<file path="config.mk">
export PLATFORM = sky130hd
export DESIGN_NAME = sys_bus_arbiter
export DESIGN_NICKNAME = d
export VERILOG_FILES = /design/src/rtl/sys_bus_pkg.sv /design/src/rtl/sys_bus_req_latch.sv /design/src/rtl/sys_bus_arbiter.sv
export SDC_FILE = /design/constraint.sdc
export NUM_CORES = 1
export LEC_CHECK = 0
export BUFFER_PORTS_ARGS = -buffer_cell sky130_fd_sc_hd__buf_2
export CAP_MARGIN = 5
export CORE_MARGIN = 2
export CORE_UTILIZATION = 38
export DETAILED_ROUTE_END_ITERATION = 12
export SLEW_MARGIN = 20
export SYNTH_ARGS = -nofsm -noshare
export SYNTH_HDL_FRONTEND = slang
export SYNTH_SLANG_ARGS = --single-unit
</file>
<file path="constraint.sdc">
create_clock -name sys_clk_i -period 10.7 [get_ports sys_clk_i]
set_input_delay 0.535 -clock sys_clk_i [delete_from_list [all_inputs] [get_ports sys_clk_i]]
set_output_delay 0.535 -clock sys_clk_i [all_outputs]
set_load 0.05 [all_outputs]
</file>
<file path="src/rtl/sys_bus_pkg.sv">
// Shared types and constants for the two-master system bus arbiter.
// Holds the FSM state type, request-type encoding and default ack timeout.
package sys_bus_pkg;

  typedef enum logic {
    StIdle = 1'b0,
    StWait = 1'b1
  } state_e;

  typedef enum logic {
    ReqRead  = 1'b0,
    ReqWrite = 1'b1
  } req_type_e;

  localparam int unsigned TmoDefault = 32;
  localparam int unsigned CntW       = 6;

  // A write strobe dominates: wen and ren together count as a write.
  function automatic req_type_e req_type(input logic wen);
    return wen ? ReqWrite : ReqRead;
  endfunction

endpackage

</file>
<file path="src/rtl/sys_bus_req_latch.sv">
// Per-master request capture: latches one request and holds it until cleared.
// A new pulse arriving in the same cycle as the clear is captured.
module sys_bus_req_latch
  import sys_bus_pkg::*;
#(
  parameter int unsigned AW = 32,
  parameter int unsigned DW = 32,
  parameter int unsigned SW = 4
) (
  input  logic          clk_i,
  input  logic          rst_i,
  input  logic          wen_i,
  input  logic          ren_i,
  input  logic [AW-1:0] addr_i,
  input  logic [DW-1:0] wdata_i,
  input  logic [SW-1:0] sel_i,
  input  logic          clr_i,
  output logic          pending_o,
  output logic [AW-1:0] addr_o,
  output logic [DW-1:0] wdata_o,
  output logic [SW-1:0] sel_o,
  output req_type_e     type_o
);

  logic          pending_q;
  logic [AW-1:0] addr_q;
  logic [DW-1:0] wdata_q;
  logic [SW-1:0] sel_q;
  req_type_e     type_q;
  logic          capture;

  assign capture = (wen_i | ren_i) & (~pending_q | clr_i);

  always_ff @(posedge clk_i or posedge rst_i) begin
    if (rst_i) begin
      pending_q <= 1'b0;
      addr_q    <= '0;
      wdata_q   <= '0;
      sel_q     <= '0;
      type_q    <= ReqRead;
    end else if (capture) begin
      pending_q <= 1'b1;
      addr_q    <= addr_i;
      wdata_q   <= wdata_i;
      sel_q     <= sel_i;
      type_q    <= req_type(wen_i);
    end else if (clr_i) begin
      pending_q <= 1'b0;
    end
  end

  assign pending_o = pending_q;
  assign addr_o    = addr_q;
  assign wdata_o   = wdata_q;
  assign sel_o     = sel_q;
  assign type_o    = type_q;

endmodule

</file>
<file path="src/rtl/sys_bus_arbiter.sv">
// Two-master round-robin arbiter onto a single-outstanding system bus slave,
// with a per-transaction ack timeout that completes the request with an error.
module sys_bus_arbiter
  import sys_bus_pkg::*;
#(
  parameter int unsigned AW  = 32,
  parameter int unsigned DW  = 32,
  parameter int unsigned SW  = DW / 8,
  parameter int unsigned TMO = TmoDefault
) (
  input  logic          sys_clk_i,
  input  logic          sys_rst_i,
  input  logic [AW-1:0] m0_addr_i,
  input  logic [DW-1:0] m0_wdata_i,
  input  logic [SW-1:0] m0_sel_i,
  input  logic          m0_wen_i,
  input  logic          m0_ren_i,
  output logic [DW-1:0] m0_rdata_o,
  output logic          m0_err_o,
  output logic          m0_ack_o,
  input  logic [AW-1:0] m1_addr_i,
  input  logic [DW-1:0] m1_wdata_i,
  input  logic [SW-1:0] m1_sel_i,
  input  logic          m1_wen_i,
  input  logic          m1_ren_i,
  output logic [DW-1:0] m1_rdata_o,
  output logic          m1_err_o,
  output logic          m1_ack_o,
  output logic [AW-1:0] s_addr_o,
  output logic [DW-1:0] s_wdata_o,
  output logic [SW-1:0] s_sel_o,
  output logic          s_wen_o,
  output logic          s_ren_o,
  input  logic [DW-1:0] s_rdata_i,
  input  logic          s_err_i,
  input  logic          s_ack_i,
  output logic          busy_o,
  output logic          gnt_o
);

  logic [1:0]    in_wen, in_ren, pend, clr;
  logic [AW-1:0] in_addr  [2];
  logic [DW-1:0] in_wdata [2];
  logic [SW-1:0] in_sel   [2];
  logic [AW-1:0] lat_addr [2];
  logic [DW-1:0] lat_wdata[2];
  logic [SW-1:0] lat_sel  [2];
  req_type_e     lat_type [2];

  assign in_wen      = {m1_wen_i, m0_wen_i};
  assign in_ren      = {m1_ren_i, m0_ren_i};
  assign in_addr[0]  = m0_addr_i;
  assign in_addr[1]  = m1_addr_i;
  assign in_wdata[0] = m0_wdata_i;
  assign in_wdata[1] = m1_wdata_i;
  assign in_sel[0]   = m0_sel_i;
  assign in_sel[1]   = m1_sel_i;

  for (genvar i = 0; i < 2; i++) begin : g_latch
    sys_bus_req_latch #(
      .AW(AW),
      .DW(DW),
      .SW(SW)
    ) u_latch (
      .clk_i    (sys_clk_i),
      .rst_i    (sys_rst_i),
      .wen_i    (in_wen[i]),
      .ren_i    (in_ren[i]),
      .addr_i   (in_addr[i]),
      .wdata_i  (in_wdata[i]),
      .sel_i    (in_sel[i]),
      .clr_i    (clr[i]),
      .pending_o(pend[i]),
      .addr_o   (lat_addr[i]),
      .wdata_o  (lat_wdata[i]),
      .sel_o    (lat_sel[i]),
      .type_o   (lat_type[i])
    );
  end

  state_e          state_q, state_d;
  logic            fav_q, gnt_q;
  logic [CntW-1:0] cnt_q;
  logic            s_wen_q, s_ren_q;
  logic [AW-1:0]   s_addr_q;
  logic [DW-1:0]   s_wdata_q;
  logic [SW-1:0]   s_sel_q;
  logic [1:0]      ack_q, err_q;
  logic [DW-1:0]   rdata_q  [2];

  logic issue, grant, contested, complete, timeout;

  assign contested = &pend;

  always_comb begin
    state_d  = state_q;
    issue    = 1'b0;
    grant    = fav_q;
    complete = 1'b0;
    timeout  = 1'b0;
    case (state_q)
      StIdle: begin
        if (|pend) begin
          issue   = 1'b1;
          grant   = contested ? fav_q : pend[1];
          state_d = StWait;
        end
      end
      StWait: begin
        // The slave ack is not honoured during the issue-pulse cycle itself.
        if (s_ack_i && !(s_wen_q || s_ren_q)) begin
          complete = 1'b1;
        end else if (cnt_q == CntW'(TMO - 1)) begin
          complete = 1'b1;
          timeout  = 1'b1;
        end
        if (complete) begin
          state_d = StIdle;
        end
      end
      default: state_d = StIdle;
    endcase
  end

  assign clr = complete ? (2'b01 << gnt_q) : 2'b00;

  always_ff @(posedge sys_clk_i or posedge sys_rst_i) begin
    if (sys_rst_i) begin
      state_q   <= StIdle;
      fav_q     <= 1'b0;
      gnt_q     <= 1'b0;
      cnt_q     <= '0;
      s_wen_q   <= 1'b0;
      s_ren_q   <= 1'b0;
      s_addr_q  <= '0;
      s_wdata_q <= '0;
      s_sel_q   <= '0;
      ack_q     <= '0;
      err_q     <= '0;
      for (int i = 0; i < 2; i++) begin
        rdata_q[i] <= '0;
      end
    end else begin
      state_q <= state_d;
      s_wen_q <= issue && (lat_type[grant] == ReqWrite);
      s_ren_q <= issue && (lat_type[grant] == ReqRead);
      if (issue) begin
        s_addr_q  <= lat_addr[grant];
        s_wdata_q <= lat_wdata[grant];
        s_sel_q   <= lat_sel[grant];
        gnt_q     <= grant;
        cnt_q     <= '0;
        // Pointer advances only on contested grants so back-to-back pairs alternate.
        if (contested) begin
          fav_q <= ~fav_q;
        end
      end else if (state_q == StWait) begin
        cnt_q <= complete ? '0 : cnt_q + CntW'(1);
      end
      ack_q <= clr;
      for (int i = 0; i < 2; i++) begin
        rdata_q[i] <= '0;
        err_q[i]   <= 1'b0;
        if (clr[i]) begin
          rdata_q[i] <= timeout ? '0 : s_rdata_i;
          err_q[i]   <= timeout | s_err_i;
        end
      end
    end
  end

  assign s_addr_o   = s_addr_q;
  assign s_wdata_o  = s_wdata_q;
  assign s_sel_o    = s_sel_q;
  assign s_wen_o    = s_wen_q;
  assign s_ren_o    = s_ren_q;
  assign m0_ack_o   = ack_q[0];
  assign m1_ack_o   = ack_q[1];
  assign m0_err_o   = err_q[0];
  assign m1_err_o   = err_q[1];
  assign m0_rdata_o = rdata_q[0];
  assign m1_rdata_o = rdata_q[1];
  assign busy_o     = (state_q == StWait);
  assign gnt_o      = gnt_q;

endmodule
</file>
==> impl_metrics.tcl <==
set metrics [dict create \
    synth_cells 808 \
    fin_skew_ps 15.61 \
    yosys.cell_types.count 36 \
    post_synth_most_frequent_cells "sky130_fd_sc_hd__dfrtp_1 (287), sky130_fd_sc_hd__mux2_2 (96), sky130_fd_sc_hd__nand2_1 (78)" \
    cp_top_family "buffers and inverters" \
    power_switching_mw 1.823 \
    vdd.ir_drop.worst_mv 0.1513 \
    overall_global_routing_resource_usage_pct 16.98 \
    synth_seq_cells 287 \
    outcome "finished clean" \
    layout.nets 1290 \
    ys_seq_area_share_pct 63.85 \
    post_synth.cell_area_avg_sq_um 13.92 \
    drc_errors 0 \
    ctsResizeCount 0 \
    max_stage_delay_ps 860 \
    crit_end_category "register" \
    initial_core_util_pct 38.87 \
    min_path_type "in2async" \
    clock_latency_ps 550 \
    final_cells 1524 \
    route.detailed.wl_per_inst_microns 17.33 \
    drive_above_1_share_pct 44.89 \
    hpwlAfterDp_microns 17400 \
    max-cap-violations 0 \
    hold_ws_ps 169.5 \
    share_seq_of_total_power_pct 37.7 \
    critPathRequiredTime_ps 11130 \
    critical_path_maximum_fanout 55 \
    setup_viol 0 \
    synth-main-ff-cell "sky130_fd_sc_hd__dfrtp_1" \
    cts_tree "done" \
    drt_pre_antenna_iters 4 \
    num-fill-cells 2621 \
    fin_total_pwr_mw 4.673 \
    dp_cells 1465 \
    yosysTopAreaCellShare_pct 63.85 \
    floorplan.io_pins 316 \
    slew_headroom_pct 34.41 \
    power_per_cell_area_mw_per_mm2 330.8 \
    timing.reg2reg.worst_path_depth 7 \
    floorplan.die_area_sq_mm 0.03099 \
    dr_total_vias 7252 \
    cts_sinks 287 \
    gr-total-overflow 0 \
    cts-hold-fix-buffers 0 \
    finalWirelength_microns 26420 \
    syn_to_final_growth_pct 25.60 \
    ant_nets 0 \
    regArea_sq_mm 0.007182 \
    first_global_vias 7579 \
    final_number_of_max_transition_violations 0 \
    cp_slowest_cell "sky130_fd_sc_hd__buf_4" \
    synth_area_leader_cell "sky130_fd_sc_hd__dfrtp_1" \
    grt_setup_unrepaired "no" \
    critPathArrivalTime_ps 3550 \
    clockPowerShare_pct 21.5 \
    worstMarginPinSlew_ps 983.8 \
    die_width_microns 176.1 \
    syn-num-nets 985 \
    htree_num_levels 1 \
    cts-root-to-sink-buffers 3 \
    gp_routability_congestion 0.7570 \
    area_of_the_core_sq_mm 0.02894 \
    ys_async_sr_fraction_pct 100.0 \
    post-cts-setup-buffer-count 0 \
    p_leak_nw 7.408 \
    hold_viol 0 \
    path_clk_slew_ps 60 \
    multiInputGateArea_sq_mm 0.003819 \
    p_comb_share_pct 40.8 \
    r2r_slack_ps 7580 \
    timing.setup.tns_ps 0 \
    critical_path_class "reg2reg" \
    floorplan.die.height_microns 176.1 \
    critical_path.reg2reg.startpoint "cnt_q[0]" \
    min_period_ps 3122 \
    synth-edff-count 0 \
    first_iter_violations 422 \
    post-synth-top-count-cell "sky130_fd_sc_hd__dfrtp_1" \
    timing.fmax_mhz 320.4 \
    intPower_mw 2.850 \
    grt_pass1_wl_microns 41770 \
    post_drt_via_cell_ratio 4.759 \
    synth.area.top_cells "sky130_fd_sc_hd__dfrtp_1 (64%), sky130_fd_sc_hd__mux2_2 (9.6%), sky130_fd_sc_hd__mux2i_1 (6.1%), sky130_fd_sc_hd__mux2_4 (5.3%), sky130_fd_sc_hd__and3_1 (3.6%)" \
    finalCritPeriodShare_pct 29.17 \
    cp_common_cell "sky130_fd_sc_hd__buf_4" \
    worstPathCellList "ha_1, nand2_1, o32ai_4, buf_4, o22ai_4, buf_4, mux2_2" \
    end_of_the_worst_register_to_register_path "g_latch[0].u_latch.addr_o[13]" \
    grt_antenna_before_repair 10 \
    critical_path_buf_inv_count 2 \
    ys_warn_count 0 \
    cts_root_buf "sky130_fd_sc_hd__clkbuf_16" \
    synth_area_sq_mm 0.01125 \
    io_buffer_count 315 \
    cts_inserted_buffers 30 \
    power_switching_share_pct 39.00 \
    grt_max_degree 149 \
    floorplan.rows 62 \
    critPathLaunchType "register" \
    worst-path-stages 7 \
    layout.core_utilization_pct 48.82 \
]
## area by class of cell
class	count	share of cell area [%]
Antenna cell	6	0.1063
Inverter	6	0.2126
Timing Repair Buffer	324	11.73
Clock buffer	48	6.155
Clock inverter	5	0.5314
Tap cell	384	3.401
Multi-Input combinational cell	464	27.03
Sequential cell	287	50.84
## registers in the layout, indices dropped and copies added (netlist names)
register and count:
fav_q 1, s_sel_o 4, s_wdata_o 32, g_latch.u_latch.addr_o 64
gnt_o 1, m1_rdata_o 32, err_q 2, s_wen_o 1
g_latch.u_latch.pending_o 2, g_latch.u_latch.type_o 2, ack_q 2, s_ren_o 1
s_addr_o 32, cnt_q 6, g_latch.u_latch.wdata_o 64, m0_rdata_o 32
g_latch.u_latch.sel_o 8, busy_o 1
## worst register-to-register path, stage by stage (launching register included)
cell and delay [ps]:
sky130_fd_sc_hd__dfrtp_1 410, sky130_fd_sc_hd__ha_1 260, sky130_fd_sc_hd__nand2_1 130, sky130_fd_sc_hd__o32ai_4 90, sky130_fd_sc_hd__buf_4 260, sky130_fd_sc_hd__o22ai_4 550
sky130_fd_sc_hd__buf_4 860, sky130_fd_sc_hd__mux2_2 460
## stage by stage
step	cell area [sq um]	setup WS (ps)
floorplan	11250	2244
global placement	13170	7385
detailed placement	13170	7379
CTS	14110	7524
global route	14120	7353
finish	14130	7578
## layer usage
| layer | track usage (%) | wire length (microns) | vias up |
|---|---|---|---|
| met5 | 0 | 47 | - |
| met4 | 5.441 | 728 | 6 |
| met3 | 4.565 | 1801 | 51 |
| met2 | 27.50 | 12330 | 210 |
| met1 | 22.28 | 11510 | 3551 |
| li1 | - | - | 3434 |
## logic make-up after synthesis
group | after synthesis | synth area share [%]
xor+xnor | 2 | 0.1558
compound gates | 92 | 4.850
fa+ha+maj | 1 | 0.1112
flops | 287 | 63.85
simple gates | 164 | 7.464
mux | 205 | 21.09
buf+inv | 57 | 2.480
## cell usage in the layout, fill, tap and decap left out, types with 2 or more instances in the layout
cell type / Yosys / routed
sky130_fd_sc_hd__o21ai_0: 76 / 76
sky130_fd_sc_hd__clkbuf_1: 28 / 14
sky130_fd_sc_hd__o22ai_4: 1 / 3
sky130_fd_sc_hd__nand3_1: 3 / 3
sky130_fd_sc_hd__mux2_2: 96 / 96
sky130_fd_sc_hd__buf_4: 0 / 8
sky130_fd_sc_hd__nor3_1: 2 / 2
sky130_fd_sc_hd__buf_2: 16 / 315
sky130_fd_sc_hd__bufinv_16: 0 / 2
sky130_fd_sc_hd__mux2i_1: 69 / 69
sky130_fd_sc_hd__nor4_1: 2 / 2
sky130_fd_sc_hd__clkbuf_16: 0 / 31
sky130_fd_sc_hd__nand2b_1: 4 / 4
sky130_fd_sc_hd__o21a_1: 2 / 2
sky130_fd_sc_hd__inv_1: 6 / 5
sky130_fd_sc_hd__and3_1: 64 / 64
sky130_fd_sc_hd__xnor2_1: 2 / 2
sky130_fd_sc_hd__clkbuf_8: 0 / 3
sky130_fd_sc_hd__nand2_1: 78 / 78
sky130_fd_sc_hd__mux2_4: 40 / 40
sky130_fd_sc_hd__a22o_1: 2 / 2
sky130_fd_sc_hd__a21o_1: 3 / 3
sky130_fd_sc_hd__clkinv_2: 0 / 3
sky130_fd_sc_hd__diode_2: 0 / 6
sky130_fd_sc_hd__dfrtp_1: 287 / 287
sky130_fd_sc_hd__nor2_1: 4 / 4
## how the worst max path moves through the flow
stage                     startpoint                       endpoint  slack (ps)
after floorplan            sys_rst_i                       ack_q[0]        2240
after global placement       s_ack_i   g_latch[1].u_latch.addr_o[1]        7390
after detailed placement     s_ack_i  g_latch[1].u_latch.addr_o[25]        7380
after CTS                   cnt_q[0]   g_latch[0].u_latch.addr_o[4]        7520
after global routing        cnt_q[0]  g_latch[0].u_latch.addr_o[13]        7350
final                       cnt_q[0]  g_latch[0].u_latch.addr_o[13]        7580
## power groups by stage
| stage | registers (mW) | logic, mW | clock network, mW |
|---|---|---|---|
| 2_1_floorplan | 2.31 | 0.946 | 0 |
| 3_3_place_gp | 1.77 | 1.90 | 0 |
| 3_5_place_dp | 1.78 | 1.94 | 0 |
| 4_1_cts | 1.77 | 1.94 | 1.03 |
| 5_1_grt | 1.82 | 2.06 | 1.08 |
| 6_report | 1.76 | 1.91 | 1.00 |
Note: power is estimated with default switching activity, not from simulation.
